`config.mk`:
```
export PLATFORM = sky130hd
export DESIGN_NAME = sb_corner_cfg_flat
export DESIGN_NICKNAME = d
export VERILOG_FILES = /design/src/rtl/sb_cfg_pkg.sv /design/src/rtl/sb_route_if.sv /design/src/rtl/sb_cfg_chain.sv /design/src/rtl/sb_corner_cfg.sv /design/src/flat_wrapper.sv
export SDC_FILE = /design/constraint.sdc
export NUM_CORES = 1
export LEC_CHECK = 0
export ABC_AREA = 1
export CAP_MARGIN = 20
export CORE_ASPECT_RATIO = 1.2
export CORE_MARGIN = 10
export CORE_UTILIZATION = 62
export CTS_BUF_LIST = sky130_fd_sc_hd__clkbuf_16
export CTS_CLUSTER_DIAMETER = 100
export DETAILED_ROUTE_END_ITERATION = 6
export DONT_BUFFER_PORTS = 1
export GPL_TIMING_DRIVEN = 1
export PLACE_DENSITY = 0.78
export SYNTH_ARGS = -nofsm -noshare
export SYNTH_HDL_FRONTEND = slang
export SYNTH_HIERARCHICAL = 1
export SYNTH_SLANG_ARGS = --single-unit
export TNS_END_PERCENT = 1
```
`constraint.sdc`:
```
create_clock -name prog_clk -period 2.1 [get_ports prog_clk]
set_input_delay 0.42 -clock prog_clk [delete_from_list [all_inputs] [get_ports prog_clk]]
set_output_delay 0.42 -clock prog_clk [all_outputs]
set_load 0.02 [all_outputs]
```
`src/rtl/sb_cfg_pkg.sv`:
```
// sb_cfg_pkg: shared constants, FSM state type and counter sizing for the corner switch block
package sb_cfg_pkg;
    localparam int BITS_PER_MUX = 2;
    localparam int SEL_OFS = 0;
    localparam int EN_OFS = 1;
    typedef enum logic {IDLE, SHIFT} state_e;
    function automatic int clog2(input int n);
        int w;
        w = 0;
        while ((1 << w) < n) w++;
        return w;
    endfunction
endpackage

```
`src/rtl/sb_route_if.sv`:
```
// sb_route_if: routing channel and grid pin bundle between the fabric and the corner switch block
interface sb_route_if #(parameter int CHAN_WIDTH = 9, parameter int MUX_TRACKS = 6);
    logic [CHAN_WIDTH-1:0] chany_top_in;
    logic [CHAN_WIDTH-1:0] chanx_right_in;
    logic [CHAN_WIDTH-1:0] chany_top_out;
    logic [CHAN_WIDTH-1:0] chanx_right_out;
    logic [MUX_TRACKS-1:0] top_pin_in;
    logic [MUX_TRACKS-1:0] right_pin_in;
    modport master(output chany_top_in, chanx_right_in, top_pin_in, right_pin_in,
                   input chany_top_out, chanx_right_out);
    modport slave(input chany_top_in, chanx_right_in, top_pin_in, right_pin_in,
                  output chany_top_out, chanx_right_out);
endinterface

```
`src/rtl/sb_cfg_chain.sv`:
```
// sb_cfg_chain: double-buffered config shift chain with bit counting and atomic commit
module sb_cfg_chain import sb_cfg_pkg::*; #(
    parameter int CFG_BITS = 24
) (
    input  logic                clk,
    input  logic                rst,
    input  logic                head_i,
    input  logic                shift_en_i,
    input  logic                commit_i,
    output logic [CFG_BITS-1:0] active_o,
    output logic                tail_o,
    output logic                valid_o,
    output logic                error_o
);
    localparam int CNT_W = clog2(CFG_BITS + 2);
    localparam logic [CNT_W-1:0] CNT_FULL = CNT_W'(CFG_BITS);
    localparam logic [CNT_W-1:0] CNT_SAT = CNT_W'(CFG_BITS + 1);
    state_e state_q, state_d;
    logic [CNT_W-1:0] cnt_q, cnt_d;
    logic [CFG_BITS-1:0] chain_q, chain_d, active_q, active_d;
    logic valid_q, valid_d, error_q, error_d;
    // state register; reset drops any partially shifted data
    always_ff @(posedge clk or posedge rst) begin
        if (rst) begin
            state_q  <= IDLE;
            cnt_q    <= '0;
            chain_q  <= '0;
            active_q <= '0;
            valid_q  <= 1'b0;
            error_q  <= 1'b0;
        end else begin
            state_q  <= state_d;
            cnt_q    <= cnt_d;
            chain_q  <= chain_d;
            active_q <= active_d;
            valid_q  <= valid_d;
            error_q  <= error_d;
        end
    end
    // commit beats shift; a commit is good only after exactly CFG_BITS shifts
    always_comb begin
        state_d  = state_q;
        cnt_d    = cnt_q;
        chain_d  = chain_q;
        active_d = active_q;
        valid_d  = valid_q;
        error_d  = error_q;
        if (commit_i) begin
            state_d = IDLE;
            cnt_d   = '0;
            if (cnt_q == CNT_FULL) begin
                active_d = chain_q;
                valid_d  = 1'b1;
                error_d  = 1'b0;
            end else begin
                error_d = 1'b1;
            end
        end else if (shift_en_i) begin
            state_d = SHIFT;
            chain_d = {chain_q[CFG_BITS-2:0], head_i};
            cnt_d   = (state_q == IDLE) ? CNT_W'(1) : (cnt_q == CNT_SAT) ? cnt_q : cnt_q + CNT_W'(1);
        end
    end
    assign active_o = active_q;
    assign tail_o   = chain_q[CFG_BITS-1];
    assign valid_o  = valid_q;
    assign error_o  = error_q;
endmodule

```
`src/rtl/sb_corner_cfg.sv`:
```
// sb_corner_cfg: (0,0) corner switch block with pin/track muxes, pass-throughs and a committed config chain
module sb_corner_cfg import sb_cfg_pkg::*; #(
    parameter int CHAN_WIDTH = 9,
    parameter int MUX_TRACKS = 6
) (
    input  logic       prog_clk,
    input  logic       prog_reset,
    input  logic       ccff_head,
    input  logic       ccff_shift_en,
    input  logic       ccff_commit,
    sb_route_if.slave  rt,
    output logic       ccff_tail,
    output logic       cfg_valid,
    output logic       cfg_error
);
    localparam int CFG_BITS = 2 * BITS_PER_MUX * MUX_TRACKS;
    logic [CFG_BITS-1:0] active;
    logic [CHAN_WIDTH-1:0] top_o, right_o;
    sb_cfg_chain #(.CFG_BITS(CFG_BITS)) u_chain (
        .clk        (prog_clk),
        .rst        (prog_reset),
        .head_i     (ccff_head),
        .shift_en_i (ccff_shift_en),
        .commit_i   (ccff_commit),
        .active_o   (active),
        .tail_o     (ccff_tail),
        .valid_o    (cfg_valid),
        .error_o    (cfg_error)
    );
    for (genvar i = 0; i < MUX_TRACKS; i++) begin : g_mux
        localparam int TB = BITS_PER_MUX * i;
        localparam int RB = BITS_PER_MUX * (MUX_TRACKS + i);
        assign top_o[i] = active[TB+EN_OFS] ?
            (active[TB+SEL_OFS] ? rt.chanx_right_in[(i+1)%CHAN_WIDTH] : rt.top_pin_in[i]) : 1'b0;
        assign right_o[i] = active[RB+EN_OFS] ?
            (active[RB+SEL_OFS] ? rt.chany_top_in[(i+CHAN_WIDTH-1)%CHAN_WIDTH] : rt.right_pin_in[i]) : 1'b0;
    end
    for (genvar j = MUX_TRACKS; j < CHAN_WIDTH; j++) begin : g_pass
        assign top_o[j]   = rt.chanx_right_in[(j+1)%CHAN_WIDTH];
        assign right_o[j] = rt.chany_top_in[j-1];
    end
    assign rt.chany_top_out   = top_o;
    assign rt.chanx_right_out = right_o;
endmodule

```
`src/flat_wrapper.sv`:
```
// flat-port wrapper written by rule: the top's interface ports become plain ports
module sb_corner_cfg_flat import sb_cfg_pkg::*;
#(
    parameter int CHAN_WIDTH = 9,
    parameter int MUX_TRACKS = 6
)
  (prog_clk, prog_reset, ccff_head, ccff_shift_en, ccff_commit, ccff_tail, cfg_valid, cfg_error, rt_chany_top_in, rt_chanx_right_in, rt_top_pin_in, rt_right_pin_in, rt_chany_top_out, rt_chanx_right_out);
  sb_route_if #(.CHAN_WIDTH(CHAN_WIDTH), .MUX_TRACKS(MUX_TRACKS)) rt_i ();
  input  logic prog_clk;
  input  logic prog_reset;
  input  logic ccff_head;
  input  logic ccff_shift_en;
  input  logic ccff_commit;
  output logic ccff_tail;
  output logic cfg_valid;
  output logic cfg_error;
  input wire logic [$bits(rt_i.chany_top_in)-1:0] rt_chany_top_in;
  input wire logic [$bits(rt_i.chanx_right_in)-1:0] rt_chanx_right_in;
  input wire logic [$bits(rt_i.top_pin_in)-1:0] rt_top_pin_in;
  input wire logic [$bits(rt_i.right_pin_in)-1:0] rt_right_pin_in;
  output wire logic [$bits(rt_i.chany_top_out)-1:0] rt_chany_top_out;
  output wire logic [$bits(rt_i.chanx_right_out)-1:0] rt_chanx_right_out;
  assign rt_i.chany_top_in = rt_chany_top_in;
  assign rt_i.chanx_right_in = rt_chanx_right_in;
  assign rt_i.top_pin_in = rt_top_pin_in;
  assign rt_i.right_pin_in = rt_right_pin_in;
  assign rt_chany_top_out = rt_i.chany_top_out;
  assign rt_chanx_right_out = rt_i.chanx_right_out;
  sb_corner_cfg #(.CHAN_WIDTH(CHAN_WIDTH), .MUX_TRACKS(MUX_TRACKS)) u_core (.prog_clk(prog_clk), .prog_reset(prog_reset), .ccff_head(ccff_head), .ccff_shift_en(ccff_shift_en), .ccff_commit(ccff_commit), .rt(rt_i), .ccff_tail(ccff_tail), .cfg_valid(cfg_valid), .cfg_error(cfg_error));
endmodule
```
---- Word-level counts from Yosys, hierarchy flattened ----
Cells that the tools add are included.
word-level totals
  register bits after elaboration ......... 56
  input port bits ......................... 35
  output and inout bits ................... 21
  logic and storage cells ................. 46
operators by class
  add/sub/neg operators ................... 1
  eq/ne operators ......................... 3
  muxes and demuxes ....................... 31
  bitwise logic cells ..................... 1
  reductions and logical operators ........ 4
operator list
  cell                                          number
  2-to-1 mux 1 bit                              27
  2-to-1 mux 5 bit                              4
  equality test 5 bit, second input constant    2
  AND reduction 2 bit                           3
  adder 5 x 1 -> 5 bit, second input constant   1
  inequality test 3 bit, second input constant  1
  nonzero test 2 bit                            1
  inverter 1 bit                                1

---- Longest topological paths before layout ----
  depth in word-level cells ............... 5
  depth in mapped cells ................... 9
  gate-level depth less buffers ........... 9

---- Modules after synthesis ----
Netlist, hierarchy kept.
by module, submodules not included
  module         instances  cells an instance  area each (µm²)  sequential area each (µm²)
  sb_cfg_chain   1          240                2389.8           1401.3
  sb_corner_cfg  1          66                 300.3            0.0

---- Worst setup path after synthesis ----
No wires, ideal clock.
  kind .................................... register to register
  from .................................... register u_core.u_chain.cnt_q[0]
  to ...................................... register u_core.u_chain.active_q[4], in the netlist u_core/u_chain/active_o[4]
  setup time .............................. 0.117 ns
  arrival time ............................ 1.079 ns
  data required time ...................... 1.983 ns
  slack ................................... 0.903 ns
  cell stages (with the launch flop) ...... 7
  path buffers ............................ 1
  clock period less this slack ............ 1.197 ns
  path through ............................ dfrtp_1 -> inv_1 -> ha_1 -> nand3_4 -> buf_6 -> nand2_1 -> o21ai_2
on the way
  word-level cells in the longest chain between the ends .. 2
RTL lines
  item                           line                text
  start: declaration             sb_cfg_chain.sv:19  logic [CNT_W-1:0] cnt_q, cnt_d;
  start signal: assignment       sb_cfg_chain.sv:33  cnt_q <= cnt_d;
  equality test 5 bit            sb_cfg_chain.sv:51  if (cnt_q == CNT_FULL) begin
  AND reduction 2 bit (no line)  --
  end signal: assignment         sb_cfg_chain.sv:35  active_q <= active_d;
  end: declaration               sb_cfg_chain.sv:20  logic [CFG_BITS-1:0] chain_q, chain_d, active_q, active_d;
Every way passes these cells.
A chain may end at the register's enable or synchronous reset.

---- Worst setup path in the final report ----
Ends and elaborated chain as after synthesis.

==> impl_metrics.env <==
export IMPL_status="finished clean"
export IMPL_finalNonFillerCells=355
export IMPL_fp_dieW_um=80.13
export IMPL_required_ns=2.25
export IMPL_ctsResizeCount=0
export IMPL_die_area_sq_um=7384
export IMPL_overflow=0
export IMPL_power_density_nw_per_um2=782.0
export IMPL_clk_latency_ns=0.28
export IMPL_final_hold_violation_count=0
export IMPL_cts_sinks=56
export IMPL_drt_total_wl_um=4294
export IMPL_diodes=0
export IMPL_fp_row_count=26
export IMPL_synthesis_nets=344
export IMPL_cts_max_path_buffers=2
export IMPL_holdBufCountCts=0
export IMPL_tightest_slew_ns=0.6879
export IMPL_grt_pass1_vias=1680
export IMPL_wl_met3_um=268
export IMPL_whs_ns=0.04617
export IMPL_fin_crit_sh=0.8369
export IMPL_io_buffers=0
export IMPL_drc=0
export IMPL_period_needed_ns=1.758
export IMPL_syn_avg_cell_area_sq_um=8.791
export IMPL_synth_ff_type="dfrtp_1"
export IMPL_antenna_found_initial=0
export IMPL_layout_commonest_cell="nand2_1"
export IMPL_met1_length_um=1903
export IMPL_layout_nets=336
export IMPL_postRouteAntennaNets=0
export IMPL_synth_area_sq_um=2690
export IMPL_cp_arrival_ns=1.91
export IMPL_io_pins=56
export IMPL_dr_pass1_iters=4
export IMPL_cts_max_level=2
export IMPL_start_util=0.6361
export IMPL_r2r_end="u_core/u_chain/active_o[4]"
export IMPL_worstSetupPathType="flip-flop to flip-flop"
export IMPL_fillCellCount=335
export IMPL_synth_edff_count=0
export IMPL_dp_cells=347
export IMPL_vias_per_cell=5.051
export IMPL_netlist_instances=306
export IMPL_via_count=1793
export IMPL_wl_per_cell_um=12.10
export IMPL_core_area_sq_um=4229
export IMPL_cts_buffers_inserted=5
export IMPL_maxSlewViolCount=0
export IMPL_fp_dieH_um=92.16
export IMPL_r2r_worst_path_cells=5
export IMPL_finalSetupTns_ns=0
export IMPL_async_reset_ff_frac=1.000
export IMPL_max_cap_viol_count=0
export IMPL_synth_distinct_cells=23
export IMPL_drive_gt1_frac=0.1773
export IMPL_cts_tree="done"
export IMPL_cts_root_buf="clkbuf_16"
export IMPL_final_cell_mix="nand2_1, dfrtp_1, inv_1"
export IMPL_rrSetupSlack_ns=0.34
export IMPL_grt_use_total=0.1210
export IMPL_place_gp_congestion=0.8724
export IMPL_peakVddDrop_mv=0.5276
export IMPL_critPathMaxFanout=50
export IMPL_setup_viol=0
export IMPL_clk_pin_slew_ns=0.07
export IMPL_highest_layer="met4"
export IMPL_hp_class="input port to async pin"
export IMPL_postCtsSetupBuffers=0
export IMPL_leakagePower_nw=1.314
export IMPL_grt_max_degree=51
export IMPL_endpoint_kind="flip-flop"
export IMPL_synth_seq_area_share=0.5209
export IMPL_maxSlewHeadroom=0.5414
export IMPL_drtIter0Drc=101
export IMPL_grt_pass1_wl_um=7369
export IMPL_reg2reg_from="u_core/u_chain/cnt_q[0]"
export IMPL_yosysWarningCount=6
export IMPL_start_kind="flip-flop"
export IMPL_skew_ns=0.003386
export IMPL_rsz0062_at_grt="false"
export IMPL_fmax_mhz=569.0
export IMPL_dr_wl_met2_um=2088
export IMPL_hpwl_um=3016
export IMPL_area_growth_pct=4.233
export IMPL_synth_seq_cells=56
-- Yosys cell counts, types with 2 or more instances --
library cell | number | area, sq um
dfrtp_1 | 56 | 1401
o21ai_1 | 4 | 20.02
nor2_2 | 13 | 81.33
nand3_1 | 9 | 45.04
o21ai_0 | 21 | 105.1
nand4_1 | 2 | 12.51
ha_1 | 3 | 37.54
inv_1 | 48 | 180.2
clkbuf_1 | 2 | 7.510
buf_6 | 7 | 78.83
o21ai_2 | 25 | 219.0
nand2_1 | 83 | 311.6
nand2_2 | 3 | 18.77
a21oi_1 | 2 | 10.01
buf_4 | 6 | 45.04
nor2_1 | 15 | 56.30
-- logic make-up after synthesis --
| family | Yosys count | synth area share |
|---|---|---|
| flip-flops | 56 | 0.5209 |
| adder cells (fa/ha/maj) | 3 | 0.01395 |
| AO/OA/AOI/OAI | 54 | 0.1372 |
| AND/OR/NAND/NOR | 128 | 0.2084 |
| buffers and inverters | 65 | 0.1195 |
-- stage by stage --
| step | utilization | power [mW] | instance area, sq um | setup slack, ns |
|---|---|---|---|---|
| after CTS | 0.6630 | 2.225 | 2804 | 0.3341 |
| after floorplan | - | 1.408 | 2690 | 0.3087 |
| after global placement | 0.6299 | 1.430 | 2664 | 0.4133 |
| after global routing | 0.6630 | 2.313 | 2804 | 0.2205 |
| after detailed placement | 0.6299 | 1.438 | 2664 | 0.3578 |
| final | 0.6630 | 2.193 | 2804 | 0.3425 |
-- worst max-delay path, stage by stage (launching register included) --
cell and delay [ns]:
dfrtp_1 0.43, inv_1 0.13, ha_1 0.20, nand3_4 0.52
nand2_1 0.26, o21ai_2 0.07
-- power breakdown --
| part | switching (mW) | internal [mW] |
|---|---|---|
| logic | 0.136 | 0.0594 |
| registers | 0.0528 | 1.17 |
| clock network | 0.344 | 0.433 |
| total | 0.532 | 1.66 |
-- worst max path at each step --
stage                                        from  slack, ns                     endpoint  cells after the start
after floorplan                        prog_reset       0.31   u_core/u_chain/active_o[0]                      1
after global placement    u_core/u_chain/cnt_q[0]       0.41  u_core/u_chain/active_o[14]                      5
after detailed placement  u_core/u_chain/cnt_q[0]       0.36   u_core/u_chain/active_o[2]                      5
after CTS                 u_core/u_chain/cnt_q[0]       0.33   u_core/u_chain/active_o[4]                      5
after global routing      u_core/u_chain/cnt_q[0]       0.22   u_core/u_chain/active_o[8]                      5
final                     u_core/u_chain/cnt_q[0]       0.34   u_core/u_chain/active_o[4]                      5
-- cell type report --
class / instances / area, sq um / share of cell area
clock buffers: 5 / 125.1 / 0.04462
repair buffers: 2 / 40.04 / 0.01428
multi-input cells: 185 / 972.2 / 0.3467
inverters: 48 / 180.2 / 0.06426
well taps: 56 / 70.07 / 0.02499
flip-flops and latches: 56 / 1401 / 0.4998
clock inverters: 3 / 15.01 / 0.005355
-- metal layers --
metal / vias up / global-route usage
li1: 922 / -
met1: 835 / 0.1382
met2: 32 / 0.1950
met3: 4 / 0.04297
met4: 0 / 0.05882
met5: - / 0
-- flip-flops by register name (all words and copies together), names as in the netlist --
| name | flops |
|---|---|
| u_core/u_chain/cnt_q | 5 |
| u_core/u_chain/state_q | 1 |
| u_core/u_chain/error_o | 1 |
| u_core/u_chain/active_o | 24 |
| u_core/u_chain/chain_q | 24 |
| u_core/u_chain/valid_o | 1 |
No activity file was read; power rests on OpenSTA's default activity.
